### src/rtl/sum_arbiter_pkg.sv
// Shared types and default sizing for the round-robin adder arbiter.
package sum_arb_pkg;

    localparam int DEF_W       = 12;
    localparam int DEF_N       = 4;
    localparam int DEF_TIMEOUT = 8;

    typedef enum logic [1:0] {
        IDLE,
        ISSUE,
        WAIT,
        RESP
    } state_t;

endpackage

### src/rtl/sum_arbiter_if.sv
// Requester-side bus of the arbiter: per-requester operands in, one-hot accept and response out.
interface sum_arbiter_if
    import sum_arb_pkg::*;
#(
    parameter int W = DEF_W,
    parameter int N = DEF_N
);

    logic [N-1:0]        req_valid;
    logic [N-1:0][W-1:0] req_a;
    logic [N-1:0][W-1:0] req_b;
    logic [N-1:0]        req_ready;
    logic [N-1:0]        rsp_valid;
    logic [W-1:0]        rsp_data;
    logic                rsp_err;

    modport master (
        output req_valid, req_a, req_b,
        input  req_ready, rsp_valid, rsp_data, rsp_err
    );

    modport slave (
        input  req_valid, req_a, req_b,
        output req_ready, rsp_valid, rsp_data, rsp_err
    );

endinterface

### src/rtl/sum_arbiter_rr_pick.sv
// Combinational round-robin picker: first set request at or after ptr, wrapping to 0.
module rr_pick
    import sum_arb_pkg::*;
#(
    parameter int  N  = DEF_N,
    localparam int IW = $clog2(N)
) (
    input  logic [N-1:0]  req,
    input  logic [IW-1:0] ptr,
    output logic [N-1:0]  grant,
    output logic [IW-1:0] idx,
    output logic          any
);

    int j;

    always_comb begin
        // NOTE: every output gets a default before the loop so no path leaves it unassigned (no latch).
        grant = '0;
        idx   = '0;
        any   = 1'b0;
        j     = 0;
        for (int k = 0; k < N; k++) begin
            j = int'(ptr) + k;
            if (j >= N) j = j - N;
            if (!any && req[j]) begin
                any      = 1'b1;
                grant[j] = 1'b1;
                idx      = IW'(j);
            end
        end
    end

endmodule

### src/rtl/sum_arbiter.sv
// Round-robin arbiter sharing one external adder among N requesters.
// Optional WAIT timeout abort is enabled by defining ARB_TIMEOUT_EN.
module sum_arbiter
    import sum_arb_pkg::*;
#(
    parameter int W       = DEF_W,
    parameter int N       = DEF_N,
    parameter int TIMEOUT = DEF_TIMEOUT
) (
    input  logic         clk,
    input  logic         rst_n,
    sum_arbiter_if.slave bus,
    output logic         add_start,
    output logic [W-1:0] add_a,
    output logic [W-1:0] add_b,
    input  logic [W-1:0] add_y,
    input  logic         add_valid,
    output logic         busy
);

    localparam int IW = $clog2(N);

    state_t        state_q, state_d;
    logic [IW-1:0] ptr_q, ptr_d;
    logic [IW-1:0] grant_q, grant_d;
    logic [W-1:0]  add_a_q, add_a_d;
    logic [W-1:0]  add_b_q, add_b_d;
    logic          add_start_q, add_start_d;
    logic [N-1:0]  rsp_valid_q, rsp_valid_d;
    logic [W-1:0]  rsp_data_q, rsp_data_d;

    logic [N-1:0]  pick_grant;
    logic [IW-1:0] pick_idx;
    logic          pick_any;

`ifdef ARB_TIMEOUT_EN
    localparam int CW = $clog2(TIMEOUT + 1);
    logic [CW-1:0] cnt_q, cnt_d;
    logic          rsp_err_q, rsp_err_d;
`else
    logic unused_timeout;
    assign unused_timeout = (TIMEOUT == 0);
`endif

    rr_pick #(.N(N)) u_pick (
        .req   (bus.req_valid),
        .ptr   (ptr_q),
        .grant (pick_grant),
        .idx   (pick_idx),
        .any   (pick_any)
    );

    // Accept is combinational from IDLE and forced low while reset is asserted.
    assign bus.req_ready = (rst_n && state_q == IDLE) ? pick_grant : '0;

    always_comb begin
        state_d     = state_q;
        ptr_d       = ptr_q;
        grant_d     = grant_q;
        add_a_d     = add_a_q;
        add_b_d     = add_b_q;
        add_start_d = 1'b0;
        rsp_valid_d = '0;
        rsp_data_d  = rsp_data_q;
`ifdef ARB_TIMEOUT_EN
        cnt_d       = cnt_q;
        rsp_err_d   = 1'b0;
`endif
        unique case (state_q)
            IDLE: begin
                if (pick_any) begin
                    grant_d     = pick_idx;
                    add_a_d     = bus.req_a[pick_idx];
                    add_b_d     = bus.req_b[pick_idx];
                    add_start_d = 1'b1;
                    state_d     = ISSUE;
                end
            end
            ISSUE: begin
                state_d = WAIT;
`ifdef ARB_TIMEOUT_EN
                cnt_d   = '0;
`endif
            end
            WAIT: begin
                if (add_valid) begin
                    rsp_data_d           = add_y;
                    rsp_valid_d[grant_q] = 1'b1;
                    state_d              = RESP;
                end
`ifdef ARB_TIMEOUT_EN
                else if (cnt_q == CW'(TIMEOUT - 1)) begin
                    rsp_data_d           = '0;
                    rsp_err_d            = 1'b1;
                    rsp_valid_d[grant_q] = 1'b1;
                    state_d              = RESP;
                end else begin
                    cnt_d = cnt_q + CW'(1);
                end
`endif
            end
            RESP: begin
                ptr_d   = (grant_q == IW'(N - 1)) ? '0 : grant_q + IW'(1);
                state_d = IDLE;
            end
            default: state_d = IDLE;
        endcase
    end

    always_ff @(posedge clk or negedge rst_n) begin
        if (!rst_n) begin
            state_q     <= IDLE;
            ptr_q       <= '0;
            grant_q     <= '0;
            add_a_q     <= '0;
            add_b_q     <= '0;
            add_start_q <= 1'b0;
            rsp_valid_q <= '0;
            rsp_data_q  <= '0;
`ifdef ARB_TIMEOUT_EN
            cnt_q       <= '0;
            rsp_err_q   <= 1'b0;
`endif
        end else begin
            // NOTE: non-blocking so every flop samples the pre-edge values of the others.
            state_q     <= state_d;
            ptr_q       <= ptr_d;
            grant_q     <= grant_d;
            add_a_q     <= add_a_d;
            add_b_q     <= add_b_d;
            add_start_q <= add_start_d;
            rsp_valid_q <= rsp_valid_d;
            rsp_data_q  <= rsp_data_d;
`ifdef ARB_TIMEOUT_EN
            cnt_q       <= cnt_d;
            rsp_err_q   <= rsp_err_d;
`endif
        end
    end

    assign add_start     = add_start_q;
    assign add_a         = add_a_q;
    assign add_b         = add_b_q;
    assign busy          = (state_q != IDLE);
    assign bus.rsp_valid = rsp_valid_q;
    assign bus.rsp_data  = rsp_data_q;
`ifdef ARB_TIMEOUT_EN
    assign bus.rsp_err   = rsp_err_q;
`else
    assign bus.rsp_err   = 1'b0;
`endif

endmodule

### src/flat_wrapper.sv
// flat-port wrapper written by rule: the top's interface ports become plain ports
module sum_arbiter_flat import sum_arb_pkg::*;
#(
    parameter int W       = DEF_W,
    parameter int N       = DEF_N,
    parameter int TIMEOUT = DEF_TIMEOUT
)
  (clk, rst_n, add_start, add_a, add_b, add_y, add_valid, busy, bus_req_valid, bus_req_a, bus_req_b, bus_req_ready, bus_rsp_valid, bus_rsp_data, bus_rsp_err);
  sum_arbiter_if #(.W(W), .N(N)) bus_i ();
  input  logic clk;
  input  logic rst_n;
  output logic add_start;
  output logic [W-1:0] add_a;
  output logic [W-1:0] add_b;
  input  logic [W-1:0] add_y;
  input  logic add_valid;
  output logic busy;
  input wire logic [$bits(bus_i.req_valid)-1:0] bus_req_valid;
  input wire logic [$bits(bus_i.req_a)-1:0] bus_req_a;
  input wire logic [$bits(bus_i.req_b)-1:0] bus_req_b;
  output wire logic [$bits(bus_i.req_ready)-1:0] bus_req_ready;
  output wire logic [$bits(bus_i.rsp_valid)-1:0] bus_rsp_valid;
  output wire logic [$bits(bus_i.rsp_data)-1:0] bus_rsp_data;
  output wire logic [$bits(bus_i.rsp_err)-1:0] bus_rsp_err;
  assign bus_i.req_valid = bus_req_valid;
  assign bus_i.req_a = bus_req_a;
  assign bus_i.req_b = bus_req_b;
  assign bus_req_ready = bus_i.req_ready;
  assign bus_rsp_valid = bus_i.rsp_valid;
  assign bus_rsp_data = bus_i.rsp_data;
  assign bus_rsp_err = bus_i.rsp_err;
  sum_arbiter #(.W(W), .N(N), .TIMEOUT(TIMEOUT)) u_core (.clk(clk), .rst_n(rst_n), .bus(bus_i), .add_start(add_start), .add_a(add_a), .add_b(add_b), .add_y(add_y), .add_valid(add_valid), .busy(busy));
endmodule
### config.mk
export PLATFORM = sky130hd
export DESIGN_NAME = sum_arbiter_flat
export DESIGN_NICKNAME = d
export VERILOG_FILES = /design/src/rtl/sum_arbiter_pkg.sv /design/src/rtl/sum_arbiter_if.sv /design/src/rtl/sum_arbiter_rr_pick.sv /design/src/rtl/sum_arbiter.sv /design/src/flat_wrapper.sv
export SDC_FILE = /design/constraint.sdc
export NUM_CORES = 1
export LEC_CHECK = 0
export CORE_MARGIN = 2
export CORE_UTILIZATION = 36
export CTS_BUF_LIST = sky130_fd_sc_hd__clkbuf_16
export DETAILED_ROUTE_END_ITERATION = 6
export GPL_ROUTABILITY_DRIVEN = 0
export GPL_TIMING_DRIVEN = 0
export PLACE_DENSITY_LB_ADDON = 0.05
export SYNTH_ARGS = -nofsm -noshare
export SYNTH_HDL_FRONTEND = slang
export SYNTH_SLANG_ARGS = --single-unit
### constraint.sdc
create_clock -name clk -period 2.79 [get_ports clk]
set_input_delay 0.6975 -clock clk [delete_from_list [all_inputs] [get_ports clk]]
set_output_delay 0.6975 -clock clk [all_outputs]
set_load 0.1 [all_outputs]
== Word level (Yosys, flattened, before mapping) ==
Cells that the tools add are included.

* Flip-flop bits (word level): 47
* Output and inout bits: 47

* Multiplexer cells: 51
* Reductions and logical operators: 17
* Equality and inequality tests: 6
* $lt $le $gt $ge: 15
* $add $sub $neg: 8
* Bitwise gates (word level): 3

{| class="wikitable"
|+ Operators with widths
! cell !! count
|-
| $ge 32x1->1 const B || 4
|-
| $lt 32x4->1 const B || 4
|-
| $mux 32 || 4
|-
| $bmux 12 s2 || 2
|-
| $mux 4 || 7
|-
| $mux 12 || 2
|-
| $mux 1 || 19
|-
| $mux 2 || 7
|-
| $or 4x4->4 || 3
|-
| $sub 3x3->4 const B || 3
|-
| $demux 1 s2 || 5
|-
| $ge 3x3->1 const B || 3
|-
| $logic_and 1x1->1 || 9
|-
| $bmux 1 s2 || 4
|-
| $pmux 2 s4 || 1
|-
| $add 2x2->3 const B || 2
|-
| $eq 2x2->1 const B || 3
|-
| $lt 2x3->1 const B || 2
|-
| $reduce_and 2->1 || 3
|-
| $sub 2x3->4 const B || 1
|-
| $add 2x1->3 const B || 1
|-
| $ge 2x3->1 const B || 1
|-
| $logic_not 1->1 || 3
|-
| $add 2x1->2 const B || 1
|-
| 6 further kinds || 6
|}

== Longest topological paths before layout ==
Gate-level depths: netlist of the first run.

* Word-level depth: 17
* Depth in mapped cells: 11
* Gate-level depth less buffers: 8

== Cells and area by module ==
Synthesis of the first run repeated with hierarchy kept, for this count alone.

* Cells, all modules: 257
* Area total of the unflattened synthesis: 3,062.9 um2

{| class="wikitable"
|+ By module, submodules not included
! module !! area each (um2) !! cells an instance !! times used
|-
| sum_arbiter || 2,602.5 || 209 || 1
|-
| rr_pick || 460.4 || 48 || 1
|}

== Least setup slack after synthesis of the first run ==
OpenSTA, ideal clock, no wires.

* Kind: register to output
* From: reg u_core.ptr_q[0]
* To: out bus_req_ready[0]
* Path slack: -1,276 ps
* Data arrival time: 3,368 ps
* Cell stages (with the launch flop): 10
* Data required time: 2,092 ps
* Buffers on the path: 2
* Cell sequence: dfrtp_1 > buf_6 > inv_1 > ha_1 > buf_2 > mux4_2 > a21oi_2 > a22o_1 > mux2i_1 > a21oi_1

* Longest elaborated chain between the ends: 16

{| class="wikitable"
|+ Ends and longest elaborated chain
! what !! RTL line !! RTL
|-
| from (decl) || sum_arbiter.sv:24 || <nowiki>logic [IW-1:0] ptr_q, ptr_d;</nowiki>
|-
| from (signal assigned) || sum_arbiter.sv:127 || <nowiki>ptr_q <= ptr_d;</nowiki>
|-
| parallel branches: the longest is 14 deep, another holds $ge 32x1->1 || -- ||
|-
| $mux 4 * || sum_arbiter_rr_pick.sv:26 || <nowiki>if (!any && req[j]) begin</nowiki>
|-
| $mux 4 * || sum_arbiter.sv:54 || <nowiki>assign bus.req_ready = (rst_n && state_q == IDLE) ? pick_grant : '0;</nowiki>
|-
| to (decl) || flat_wrapper.sv:21 || <nowiki>output wire logic [$bits(bus_i.req_ready)-1:0] bus_req_ready;</nowiki>
|}

Mark *: on every way between the ends. The select of a mux whose other input is x is not followed.

== Final worst setup path of the first run ==
* From: reg u_core.ptr_q[0]
* To: out bus_req_ready[3]

Same word-level chain as after synthesis.

==> summary.md, run 1 <==
| Metric | Value |
|---|---|
| First-pass GRT wire length | 14320 um |
| Fraction of layout instances using a drive strength above 1 | 21.69% |
| Clock Tree Root | sky130_fd_sc_hd__clkbuf_16 |
| Initial antenna violation count | 0 |
| Placed cell count | 550 |
| Startpoint type of the worst setup path | flop |
| Worst-case hold slack | ~350 ps |
| Clock tree from TritonCTS | yes |
| Number of vias in the routed layout | 2852 |
| Pin slew with the least headroom to its limit | 1019 ps |
| Row Count | 34 |
| Remaining DRCs | 0 |
| Detail Route Antenna Nets | 0 |
| Gr busiest metal | met2 |
| Share of async-settable or async-resettable flops after synthesis | 100.0% |
| Final count of hold timing violations | 0 |
| Commonest cells post-synth | sky130_fd_sc_hd__dfrtp_1 (47), sky130_fd_sc_hd__mux2i_1 (47), sky130_fd_sc_hd__nand2_1 (27) |
| Max-cap viol count | 0 |
| Result of the run | finished with violations |
| Setup-violating endpoint count in the final report | 4 |
| Final wirelength | roughly 8900 um |
| Final routed wire length divided by cell count | 15.56 um |
| Maximum buffer depth of the clock tree | 2 |
| Clock Pin Slew Worst Setup and Hold Paths | 60 ps |
| Max Clock Skew | around 3.8 ps |
| Number of pins with negative max-slew slack in the final report | 0 |
| Global-route met1 utilization | 21.44% |
| Vias per std cell | 5.012 |
| GRT met3 Usage | around 5.8% |
| Required time at the worst-slack endpoint | between 2000 and 2500 ps |
| Post-synth design cell area | around 3100 sq um |
| Critical Path AT | 2260 ps |
| Initial Util | a little over a third |
| Shortest period the worst path allows | ~3000 ps |
| Latest clock arrival within the worst-skew pair | about 280 ps |
| Type of element capturing the critical path | output port |
| Synth top area share | a little under two fifths |
| Count of TritonRoute iterations in the first routing pass | 4 |
| Number of buffers created by CTS | 5 |
| Dominant synthesized flop cell | sky130_fd_sc_hd__dfrtp_1 |
| Min-delay worst type | primary input to asynchronous set/reset pin |
| Antenna Diode Count | 0 |
| Worst setup path class | flop to output port |
| Setup TNS | -664.6 ps |
| Number of unique standard cell types used by synthesis | 46 |
| Non-filler instance count after layout | around 570 |
| Core area | about 8600 sq um |
| Die area | 9451 sq um |
| Part of the Yosys area used for sequential elements | ~38% |
| Number of top-level pins | 162 |
| Global route total overflow | 0 |
| Final critical-path share of the clock period | 106.1% |
| Global-route usage over all layers | 18.64% |
| Highest clock rate | 337.8 MHz |
| Largest cells by area after synthesis | sky130_fd_sc_hd__dfrtp_1 (38%), sky130_fd_sc_hd__mux2i_1 (15%), sky130_fd_sc_hd__a221oi_2 (8.6%) |
| Area Growth Syn to Fin | 68.72% |
| Post-synthesis net count | 411 |
| Average instance area after synthesis | roughly 11 sq um |
| Fill cell total of the finished layout | 735 |
| Cell type contributing the most total cell area after synthesis | sky130_fd_sc_hd__dfrtp_1 |
| Hold buffer count at CTS | 0 |
| Yosys warning count | 0 |
| Violated checks | negative setup slack |
| Vertical die dimension | 97.22 um |
| Slew margin rel. | a little under a third |
| Number of clock sinks | 47 |
| Number of global-route vias before repair | 2990 |
| Detailed router's first-iteration violation count | 39 |
| Total of buffers placed on input and output ports | about 160 |
| Flip-flop and latch count after synthesis | 47 |
| Setup repair after global routing missed its margin | true |
| Number of instances in the synthesized netlist | approximately 280 |
| Worst-path maximum fanout | 5 |
| Maximum number of pins on one net before global-route repair | 32 |
| Final WS setup | -170.6 ps |
| Number of nets in the layout | roughly 590 |
| Post-synth EDFFs | 0 |
| X dimension of the die | 97.22 um |
| Depth of the CTS H-tree | 2 |
| Placed wire-length estimate after detailed placement | roughly 6900 um |
| Global Route met2 Usage | 34.72% |
==> per-layer routing <==
| metal | vias to the layer above | part of all wire (%) |
|---|---|---|
| met5 | - | 0 |
| li1 | 1392 | - |
| met2 | 90 | 52 |
| met4 | 0 | 0.42 |
| met1 | 1368 | 40 |
| met3 | 2 | 7.6 |
==> worst paths after layout <==
check	startpoint	endpoint	slack, ps	depth (start not counted)
max in group asynchronous	rst_n	u_core.add_a[2]$_DFFE_PN0P_	1920	2
max	u_core.ptr_q[0]$_DFFE_PN0N_	bus_req_ready[3]	-170	9
max reg2reg	u_core.ptr_q[0]$_DFFE_PN0N_	u_core.add_b[9]$_DFFE_PN0P_	270	10
min in group clk	u_core.bus.rsp_data[6]$_DFFE_PN0P_	u_core.bus.rsp_data[6]$_DFFE_PN0P_	500	1
min	rst_n	u_core.state_q[1]$_DFFE_PN0P_	350	1
min reg2reg	u_core.bus.rsp_data[6]$_DFFE_PN0P_	u_core.bus.rsp_data[6]$_DFFE_PN0P_	500	1
==> layout by cell type, fill, tap and decap left out, drive strengths merged, types with 3 or more instances in the layout <==
cell type	n
a21oi	8
a221o	7
a221oi	19
a22o	4
and3	4
buf	36
clkbuf	8
clkdlybuf4s50	150
dfrtp	47
ha	13
inv	11
mux2	20
mux2i	47
nand2	27
nor2	24
nor2b	3
o21ai	8
==> registers in the layout, indices dropped and copies added, names as in the netlist <==
register and cells:
u_core.add_a 12, u_core.add_b 12, u_core.add_start 1, u_core.bus.rsp_data 12, u_core.bus.rsp_valid 4, u_core.grant_q 2
u_core.ptr_q 2, u_core.state_q 2
==> through the flow <==
step                      setup slack (ps)  utilization [%]  area (sq um)
after floorplan                     -237.3                -          3226
after global placement               -2942            57.80          4942
after detailed placement             -1487            57.97          4957
after CTS                           -195.6            61.59          5266
after global routing                -244.9            61.72          5278
final                               -170.6            61.72          5278
==> final cells by class <==
| class | instances | area [sq um] | share of cell area, % |
|---|---|---|---|
| inverters | 11 | 56.30 | 1.067 |
| clock buffers | 5 | 125.1 | 2.371 |
| flip-flops and latches | 47 | 1177 | 22.31 |
| well taps | 108 | 135.1 | 2.560 |
| repair buffers | 171 | 1729 | 32.76 |
| plain buffers | 19 | 187.7 | 3.556 |
| clock inverters | 3 | 42.54 | 0.8061 |
| multi-input cells | 205 | 1824 | 34.57 |
==> cell families after synthesis <==
kind of cell             count (synthesis)  synth area share [%]
multiplexers                            68                 22.96
adder cells (fa/ha/maj)                 13                 5.200
buffers and inverters                   31                 6.520
other                                    1                0.1199
AND/OR/NAND/NOR                         64                 8.920
XOR/XNOR                                 1                0.2801
AO/OA/AOI/OAI                           58                 18.40
flip-flops                              47                 37.60
==> critical path: stages, from the launching register on <==
cell and delay, ps:
sky130_fd_sc_hd__dfrtp_2 390, sky130_fd_sc_hd__buf_8 120, sky130_fd_sc_hd__inv_8 30, sky130_fd_sc_hd__ha_4 270
sky130_fd_sc_hd__mux4_2 370, sky130_fd_sc_hd__a21oi_4 190, sky130_fd_sc_hd__a22o_1 150, sky130_fd_sc_hd__mux2i_1 100
sky130_fd_sc_hd__a21oi_4 180, sky130_fd_sc_hd__buf_12 190
==> what timing repair did <==
action	4_1_cts	5_1_grt
endpoints found under the setup margin	5	4
endpoints found under the hold margin	0	0
pin swaps	3	1
resized for setup	58	1
buffers inserted	11	1
Power of run 1 is left out: the tool's default activity adds up to more than one toggle a clock period on the data nets, which glitch-free logic cannot reach.
==> run 2: changes to the inputs <==
--- a/config.mk
+++ b/config.mk
@@ -8,6 +8,7 @@
 export CORE_MARGIN = 2
 export CORE_UTILIZATION = 36
 export CTS_BUF_LIST = sky130_fd_sc_hd__clkbuf_16
+export CTS_CLUSTER_DIAMETER = 150
 export DETAILED_ROUTE_END_ITERATION = 6
 export GPL_ROUTABILITY_DRIVEN = 0
 export GPL_TIMING_DRIVEN = 0
==> results of run 2 <==
Final layout, timing and power as in run 1 (identical DEF).
Power of run 2 is left out for the same reason.
